$ cat src/rtl/mem_arbiter_if.sv
// Bus bundle for the two-master memory arbiter.
// slave  : arbiter view (accepts master requests, drives the shared bus).
// master : environment view (drives requests, models the memory slave).
interface mem_arbiter_if;
    logic        m0_valid;
    logic        m0_ready;
    logic [31:0] m0_addr;
    logic [31:0] m0_wdata;
    logic [3:0]  m0_wstrb;
    logic [31:0] m0_rdata;

    logic        m1_valid;
    logic        m1_ready;
    logic [31:0] m1_addr;
    logic [31:0] m1_wdata;
    logic [3:0]  m1_wstrb;
    logic [31:0] m1_rdata;

    logic        s_valid;
    logic        s_ready;
    logic [31:0] s_addr;
    logic [31:0] s_wdata;
    logic [3:0]  s_wstrb;
    logic [31:0] s_rdata;

    logic [1:0]  grant;
    logic        timeout_irq;

    modport slave (
        input  m0_valid, m0_addr, m0_wdata, m0_wstrb,
        input  m1_valid, m1_addr, m1_wdata, m1_wstrb,
        input  s_ready, s_rdata,
        output m0_ready, m0_rdata, m1_ready, m1_rdata,
        output s_valid, s_addr, s_wdata, s_wstrb,
        output grant, timeout_irq
    );

    modport master (
        output m0_valid, m0_addr, m0_wdata, m0_wstrb,
        output m1_valid, m1_addr, m1_wdata, m1_wstrb,
        output s_ready, s_rdata,
        input  m0_ready, m0_rdata, m1_ready, m1_rdata,
        input  s_valid, s_addr, s_wdata, s_wstrb,
        input  grant, timeout_irq
    );
endinterface

$ cat src/rtl/mem_arbiter.sv
// Two-master round-robin arbiter for the shared memory bus (m0 = CPU, m1 = DMA).
// Every transaction passes through IDLE, so ownership can only change between
// transactions. Optional watchdog: define MEM_ARBITER_TIMEOUT_EN to abort a
// grant after TIMEOUT_CYCLES cycles without s_ready.
module mem_arbiter #(
    parameter int TIMEOUT_CYCLES = 255
) (
    input  logic          clk,
    input  logic          resetn,
    mem_arbiter_if.slave  bus
);
    typedef enum logic [1:0] {IDLE, GNT0, GNT1} state_t;

    state_t      r_state;
    state_t      w_next;
    logic        r_last;       // 1 = m1 was granted last
    logic        w_last_nxt;
    logic [1:0]  r_grant;

    logic        w_sel1;
    logic        w_own;
    logic        w_valid;
    logic        w_to;

    assign w_sel1  = (r_state == GNT1);
    assign w_own   = (r_state != IDLE);
    assign w_valid = w_sel1 ? bus.m1_valid : bus.m0_valid;

`ifdef MEM_ARBITER_TIMEOUT_EN
    localparam logic [15:0] TO_LAST = 16'(TIMEOUT_CYCLES - 1);
    logic [15:0] r_wd;

    // Watchdog: zero while idle, counts granted cycles that lack s_ready.
    always_ff @(posedge clk) begin
        if (!resetn || !w_own) r_wd <= '0;
        else if (!bus.s_ready) r_wd <= r_wd + 16'd1;
    end

    // Abort on the granted cycle that would be the TIMEOUT_CYCLES-th without
    // s_ready; a late s_ready or a dropped request wins over the abort.
    assign w_to = w_own && w_valid && !bus.s_ready && (r_wd == TO_LAST);
`else
    logic w_unused_param;
    assign w_unused_param = (TIMEOUT_CYCLES != 0);
    assign w_to = 1'b0;
`endif

    assign bus.timeout_irq = w_to;
    assign bus.grant       = r_grant;

    // State, last-owner and registered grant decode.
    always_ff @(posedge clk) begin
        if (!resetn) begin
            r_state <= IDLE;
            r_last  <= 1'b1;
            r_grant <= 2'b00;
        end else begin
            r_state <= w_next;
            r_last  <= w_last_nxt;
            r_grant <= {w_next == GNT1, w_next == GNT0};
        end
    end

    // Next-state logic plus owner-routed bus muxing.
    always_comb begin
        w_next       = r_state;
        w_last_nxt   = r_last;
        bus.s_valid  = 1'b0;
        bus.s_addr   = '0;
        bus.s_wdata  = '0;
        bus.s_wstrb  = '0;
        bus.m0_ready = 1'b0;
        bus.m0_rdata = '0;
        bus.m1_ready = 1'b0;
        bus.m1_rdata = '0;
        case (r_state)
            IDLE: begin
                if (bus.m0_valid && (!bus.m1_valid || r_last)) w_next = GNT0;
                else if (bus.m1_valid)                         w_next = GNT1;
            end
            GNT0, GNT1: begin
                bus.s_valid = w_valid && !w_to;
                bus.s_addr  = w_sel1 ? bus.m1_addr  : bus.m0_addr;
                bus.s_wdata = w_sel1 ? bus.m1_wdata : bus.m0_wdata;
                bus.s_wstrb = w_sel1 ? bus.m1_wstrb : bus.m0_wstrb;
                if (w_sel1) begin
                    bus.m1_ready = bus.s_ready || w_to;
                    bus.m1_rdata = w_to ? 32'h0 : bus.s_rdata;
                end else begin
                    bus.m0_ready = bus.s_ready || w_to;
                    bus.m0_rdata = w_to ? 32'h0 : bus.s_rdata;
                end
                if (bus.s_ready || w_to) begin
                    w_next     = IDLE;
                    w_last_nxt = w_sel1;
                end else if (!w_valid) begin
                    w_next = IDLE;    // requester gave up: drop silently
                end
            end
            default: w_next = IDLE;
        endcase
    end
endmodule

$ cat src/flat_wrapper.sv
// flat-port wrapper written by rule: the top's interface ports become plain ports
module mem_arbiter_flat 
#(
    parameter int TIMEOUT_CYCLES = 255
)
  (clk, resetn, bus_m0_valid, bus_m0_addr, bus_m0_wdata, bus_m0_wstrb, bus_m1_valid, bus_m1_addr, bus_m1_wdata, bus_m1_wstrb, bus_s_ready, bus_s_rdata, bus_m0_ready, bus_m0_rdata, bus_m1_ready, bus_m1_rdata, bus_s_valid, bus_s_addr, bus_s_wdata, bus_s_wstrb, bus_grant, bus_timeout_irq);
  mem_arbiter_if bus_i ();
  input  logic clk;
  input  logic resetn;
  input wire logic [$bits(bus_i.m0_valid)-1:0] bus_m0_valid;
  input wire logic [$bits(bus_i.m0_addr)-1:0] bus_m0_addr;
  input wire logic [$bits(bus_i.m0_wdata)-1:0] bus_m0_wdata;
  input wire logic [$bits(bus_i.m0_wstrb)-1:0] bus_m0_wstrb;
  input wire logic [$bits(bus_i.m1_valid)-1:0] bus_m1_valid;
  input wire logic [$bits(bus_i.m1_addr)-1:0] bus_m1_addr;
  input wire logic [$bits(bus_i.m1_wdata)-1:0] bus_m1_wdata;
  input wire logic [$bits(bus_i.m1_wstrb)-1:0] bus_m1_wstrb;
  input wire logic [$bits(bus_i.s_ready)-1:0] bus_s_ready;
  input wire logic [$bits(bus_i.s_rdata)-1:0] bus_s_rdata;
  output wire logic [$bits(bus_i.m0_ready)-1:0] bus_m0_ready;
  output wire logic [$bits(bus_i.m0_rdata)-1:0] bus_m0_rdata;
  output wire logic [$bits(bus_i.m1_ready)-1:0] bus_m1_ready;
  output wire logic [$bits(bus_i.m1_rdata)-1:0] bus_m1_rdata;
  output wire logic [$bits(bus_i.s_valid)-1:0] bus_s_valid;
  output wire logic [$bits(bus_i.s_addr)-1:0] bus_s_addr;
  output wire logic [$bits(bus_i.s_wdata)-1:0] bus_s_wdata;
  output wire logic [$bits(bus_i.s_wstrb)-1:0] bus_s_wstrb;
  output wire logic [$bits(bus_i.grant)-1:0] bus_grant;
  output wire logic [$bits(bus_i.timeout_irq)-1:0] bus_timeout_irq;
  assign bus_i.m0_valid = bus_m0_valid;
  assign bus_i.m0_addr = bus_m0_addr;
  assign bus_i.m0_wdata = bus_m0_wdata;
  assign bus_i.m0_wstrb = bus_m0_wstrb;
  assign bus_i.m1_valid = bus_m1_valid;
  assign bus_i.m1_addr = bus_m1_addr;
  assign bus_i.m1_wdata = bus_m1_wdata;
  assign bus_i.m1_wstrb = bus_m1_wstrb;
  assign bus_i.s_ready = bus_s_ready;
  assign bus_i.s_rdata = bus_s_rdata;
  assign bus_m0_ready = bus_i.m0_ready;
  assign bus_m0_rdata = bus_i.m0_rdata;
  assign bus_m1_ready = bus_i.m1_ready;
  assign bus_m1_rdata = bus_i.m1_rdata;
  assign bus_s_valid = bus_i.s_valid;
  assign bus_s_addr = bus_i.s_addr;
  assign bus_s_wdata = bus_i.s_wdata;
  assign bus_s_wstrb = bus_i.s_wstrb;
  assign bus_grant = bus_i.grant;
  assign bus_timeout_irq = bus_i.timeout_irq;
  mem_arbiter #(.TIMEOUT_CYCLES(TIMEOUT_CYCLES)) u_core (.clk(clk), .resetn(resetn), .bus(bus_i));
endmodule
$ cat config.mk
export PLATFORM = sky130hd
export DESIGN_NAME = mem_arbiter_flat
export DESIGN_NICKNAME = d
export VERILOG_FILES = /design/src/rtl/mem_arbiter_if.sv /design/src/rtl/mem_arbiter.sv /design/src/flat_wrapper.sv
export SDC_FILE = /design/constraint.sdc
export NUM_CORES = 1
export LEC_CHECK = 0
export ABC_AREA = 1
export ABC_CLOCK_PERIOD_IN_PS = 3900
export CORE_AREA = 5 5 116 118
export CTS_BUF_LIST = sky130_fd_sc_hd__clkbuf_8
export DETAILED_ROUTE_END_ITERATION = 8
export DIE_AREA = 0 0 121 123
export GPL_ROUTABILITY_DRIVEN = 0
export SETUP_SLACK_MARGIN = 0.02
export SYNTH_ARGS = -nofsm -noshare
export SYNTH_HDL_FRONTEND = slang
export SYNTH_SLANG_ARGS = --single-unit
export TNS_END_PERCENT = 100
$ cat constraint.sdc
create_clock -name clk -period 3.9 [get_ports clk]
set_input_delay 0.78 -clock clk [delete_from_list [all_inputs] [get_ports clk]]
set_output_delay 0.78 -clock clk [all_outputs]
set_load 0.01 [all_outputs]
# Yosys cells after proc, flatten, opt, wreduce, memory -nomap -nowiden
# Cells that the tools add are included.
# Widths: inputs -> output; s select.
[word_totals]
reg_bits = 5
input_bits = 173
elab_cells = 34
[op_classes]
mux = 21
n_reduce_logical = 6
eq_ne = 4
[op_table]
columns = ["op", "n"]
rows = [
  ["$mux 32", 8],
  ["$mux 2", 4],
  ["$mux 4", 2],
  ["$mux 1", 6],
  ["$eq 2x1->1 const B", 2],
  ["$eq 2x2->1 const B", 2],
  ["$pmux 2 s2", 1],
  ["$logic_not 2->1", 1],
  ["$reduce_and 2->1", 1],
  ["$reduce_or 2->1", 1],
  ["$logic_and 1x1->1", 1],
  ["$logic_not 1->1", 1],
  ["$logic_or 1x1->1", 1],
]

# Longest topological paths before layout
[logic_depth]
word_depth = 6
ltp_mapped = 9

# Least setup slack after synthesis
# Ideal clock, no wire load.
[synth_path]
path_kind = "flip-flop to output port"
startpoint = "register u_core.r_state[0]"
endpoint = "output bus_s_wdata[17]"
arrival_ns = 1.344
path_slack_ns = 1.776
t_required_ns = 3.120
path_stages_with_launch = 7
cell_sequence = "dfxtp_1 > inv_1 > ha_1 > buf_2 > buf_4 > o21ai_0 > nor2_1"
[synth_via]
elab_chain_len = 3
elab_cells_between_ends = 5
classes_between = "eq/ne: 2; mux: 2; reduce/logical: 1"
[synth_rtl]
columns = ["element", "line_no", "rtl"]
rows = [
  ["from (decl)", "mem_arbiter.sv:14", "state_t r_state;"],
  ["from (signal assigned)", "mem_arbiter.sv:58", "r_state <= w_next;"],
  ["$eq 2x2->1 / $eq 2x1->1 (equally long branches)", "mem_arbiter.sv:25, mem_arbiter.sv:76", ""],
  ["$mux 32 / $reduce_or 2->1 (equally long branches)", "mem_arbiter.sv:84, mem_arbiter.sv:76", ""],
  ["$mux 32 (*)", "mem_arbiter.sv:76", "case (r_state)"],
  ["to (decl)", "flat_wrapper.sv:26", "output wire logic [$bits(bus_i.s_wdata)-1:0] bus_s_wdata;"],
]
# Every way passes the cells marked *; elsewhere a longest branch is shown, timed or not.

# Worst setup path in the final report
[layout_path]
startpoint = "register u_core.r_state[0]"
endpoint = "output bus_s_addr[26]"
[layout_via]
elab_chain_len = 3
elab_cells_between_ends = 5
classes_between = "eq/ne: 2; mux: 2; reduce/logical: 1"
[layout_rtl]
columns = ["element", "line_no", "rtl"]
rows = [
  ["$eq 2x2->1 (*)", "mem_arbiter.sv:25", "assign w_sel1 = (r_state == GNT1);"],
  ["net u_core.w_sel1", "mem_arbiter.sv:20", "logic w_sel1;"],
  ["$mux 32 / $reduce_or 2->1 (equally long branches)", "mem_arbiter.sv:83, mem_arbiter.sv:76", ""],
  ["$mux 32 (*)", "mem_arbiter.sv:76", ""],
  ["to (decl)", "flat_wrapper.sv:25", "output wire logic [$bits(bus_i.s_addr)-1:0] bus_s_addr;"],
]
# The timed path passes the listed nets; every way through them passes the cells marked *.

==> qor.yml <==
cells_and_area:
  area_delta_synth_final_pct: 181
  drive_above_1_share: 0.0172
  nNetsFinal: 874
  layoutNonFillerInstCount: 869
  post-route-util: 0.408
  fill_cells: 1293
  num_antenna_cells: 0
placement:
  portBuffers: 309
  dp_hpwl_mm: 10.1
  dp_worst_setup_slack_ns: 0.768
  dp.cells: 865
hold_path:
  min_path_cells: 2
  hp-class: "reg -> reg"
timing:
  slew_viol_final: 0
  clock.fmax_mhz: 296
  min_period_ns: 3.38
  fin_crit_sh: 0.867
  skew_ns: 0.00118
  setup_viol: 0
  finalHoldViolations: 0
  slew_headroom: 0.358
  tightestPinTransition_ns: 0.963
  fin_setup_tns_ns: 0
  worst_slack_ns: 0.519
  grt_setup_unrepaired: "no"
yosys:
  yosysWarnings: 0
  ys.flop_type: "dfxtp_1"
  synth_area_leaders: "nor2_1 36%, o21ai_0 18%, inv_1 15%"
  yosysSeqAreaShare: 0.0557
  postSynthAreaPerCell_um2: 4.39
  netlist_instances: 409
  yosysMostFrequentCell: "nor2_1"
  synthDominantCellAreaShare: 0.364
  ys_seq_elements: 5
  synthesis.nets: 585
  synth.distinct_cells: 17
  synth_top_area_cell: "nor2_1"
  synth_edf_count: 0
  synth_common_cells: "174 x nor2_1, 73 x inv_1, 63 x o21ai_0"
  ys_async_sr_fraction: 0
  netlist_area_um2: 1800
setup_path:
  endpoint_kind: "output pin"
  critPathMaxFanout: 103
  r2r_end: "u_core.bus.grant[1]"
  endpoint: "bus_s_addr[26]"
  reg2reg_depth: 9
  path_class: "reg -> out"
  cp_data_arrival_time_ns: 2.60
  start_kind: "flop"
  crit_path_start: "u_core.r_state[0]"
  rrSetupSlack_ns: 1.79
  worstPathRequired_ns: 3.12
  r2r-start: "u_core.r_state[0]"
global_route:
  grt_max_degree: 104
  grt_usage: 0.148
  antenna_found_initial: 0
  grt_pass1_vias: 3294
  grt_overflow: 0
  grt_pass1_wl_mm: 17.7
cts:
  cts_tree: "yes"
  cts_sinks: 5
  clkSlewWorstSetupHoldPaths_ns: 0.04
  post_cts_buffers: 0
  cts_inserted_buffers: 3
  cts_resized: 0
  cts_root_buf: "clkbuf_8"
  clock_latency_ns: 0.22
  htree_num_levels: 1
  clock_path_buffers: 2
  cts_hold_buf: 0
die:
  core_area_um2: 12400
  die_x_um: 121
  die_h_um: 123
  rows: 41
  dieArea_um2: 14900
  initial_core_util: 0.145
  io_pins: 311
detailed_routing:
  routed_wl_mm: 12.5
  vias: 3404
  drt_iter0_drc: 197
  final_antenna_net_count: 0
  viasPerCell: 3.92
  routedWlPerCell_um: 14.3
  drc_errors: 0
  first_pass_iters: 4
power:
  peakVddDrop_mv: 0.160
  power_density_nw_per_um2: 176
  p_leak_nw: 2.40
job:
  drv_cap: 0
status:
  outcome: "completed"
registers in the layout, indices dropped and copies added (netlist names):
| name | count |
|---|---|
| u_core.r_last | 1 |
| u_core.r_state | 2 |
| u_core.bus.grant | 2 |
cell families (layout without fill, tap and decap cells):
family / count (synthesis) / count (layout) / synth area share
DFF: 5 / 5 / 0.0558
and+or+nand+nor: 226 / 226 / 0.476
AOI/OAI and AO/OA: 70 / 70 / 0.195
other: 1 / 1 / 0.00209
adders and majority gates: 3 / 3 / 0.0209
buffers and inverters: 104 / 392 / 0.250
cell usage in the layout (no fill, tap or decap):
| master | instances |
|---|---|
| nand3_1 | 3 |
| nand2_1 | 48 |
| conb_1 | 1 |
| o21ai_0 | 63 |
| nor2_2 | 1 |
| buf_4 | 2 |
| ha_1 | 1 |
| ha_2 | 2 |
| inv_1 | 74 |
| a21oi_1 | 2 |
| o21ai_1 | 5 |
| clkbuf_8 | 3 |
| clkdlybuf4s50_1 | 309 |
| inv_2 | 2 |
| dfxtp_1 | 5 |
| buf_12 | 2 |
| nor2_1 | 174 |
metrics by stage:
step / power, W / area (um2) / hold WS (ns)
global route: 0.000952 / 5040 / 0.608
floorplan: 0.000323 / 1800 / 0.478
finish: 0.000886 / 5040 / 0.515
global placement: 0.000791 / 5000 / 0.507
detailed placement: 0.000800 / 5000 / 0.513
CTS: 0.000899 / 5040 / 0.524
metal layers:
| metal | vias up | global-route usage | share of wire |
|---|---|---|---|
| met5 | - | 0 | 0 |
| met4 | 0 | 0.0290 | 0.017 |
| met3 | 16 | 0.0366 | 0.080 |
| met2 | 141 | 0.279 | 0.52 |
| met1 | 1472 | 0.168 | 0.38 |
| li1 | 1775 | - | - |
how the worst min path moves through the flow:
stage | start | to | slack (ns)
after global placement | u_core.r_last | u_core.r_last | 0.51
after floorplan | u_core.r_last | u_core.r_last | 0.48
final | u_core.r_last | u_core.r_last | 0.52
after CTS | u_core.r_last | u_core.r_last | 0.52
after detailed placement | u_core.r_last | u_core.r_last | 0.51
after global routing | u_core.r_last | u_core.r_last | 0.61
layout make-up:
class | instances | area, um2 | share of cell area
repair buffers | 313 | 3150 | 0.624
flip-flops and latches | 5 | 100 | 0.0199
multi-input cells | 300 | 1250 | 0.248
well taps | 172 | 215 | 0.0427
clock buffers | 3 | 41.3 | 0.00819
inverters | 75 | 282 | 0.0558
clock inverters | 1 | 3.75 | 0.000745
worst max-delay path, stage by stage (launching register included):
cell,delay [ns]
dfxtp_1,0.32
inv_1,0.10
ha_2,0.20
buf_4,0.71
o21ai_0,0.26
nor2_1,0.14
clkdlybuf4s50_1,0.57
power by group:
group	switching (W)	total, W	internal, W	leakage [nW]
combinational	0.000314	0.000735	0.000421	2.34
clock	0.0000257	0.0000932	0.0000675	0.0269
sequential	0.00000253	0.0000585	0.0000559	0.0411
(Power assumes the default switching activity.)
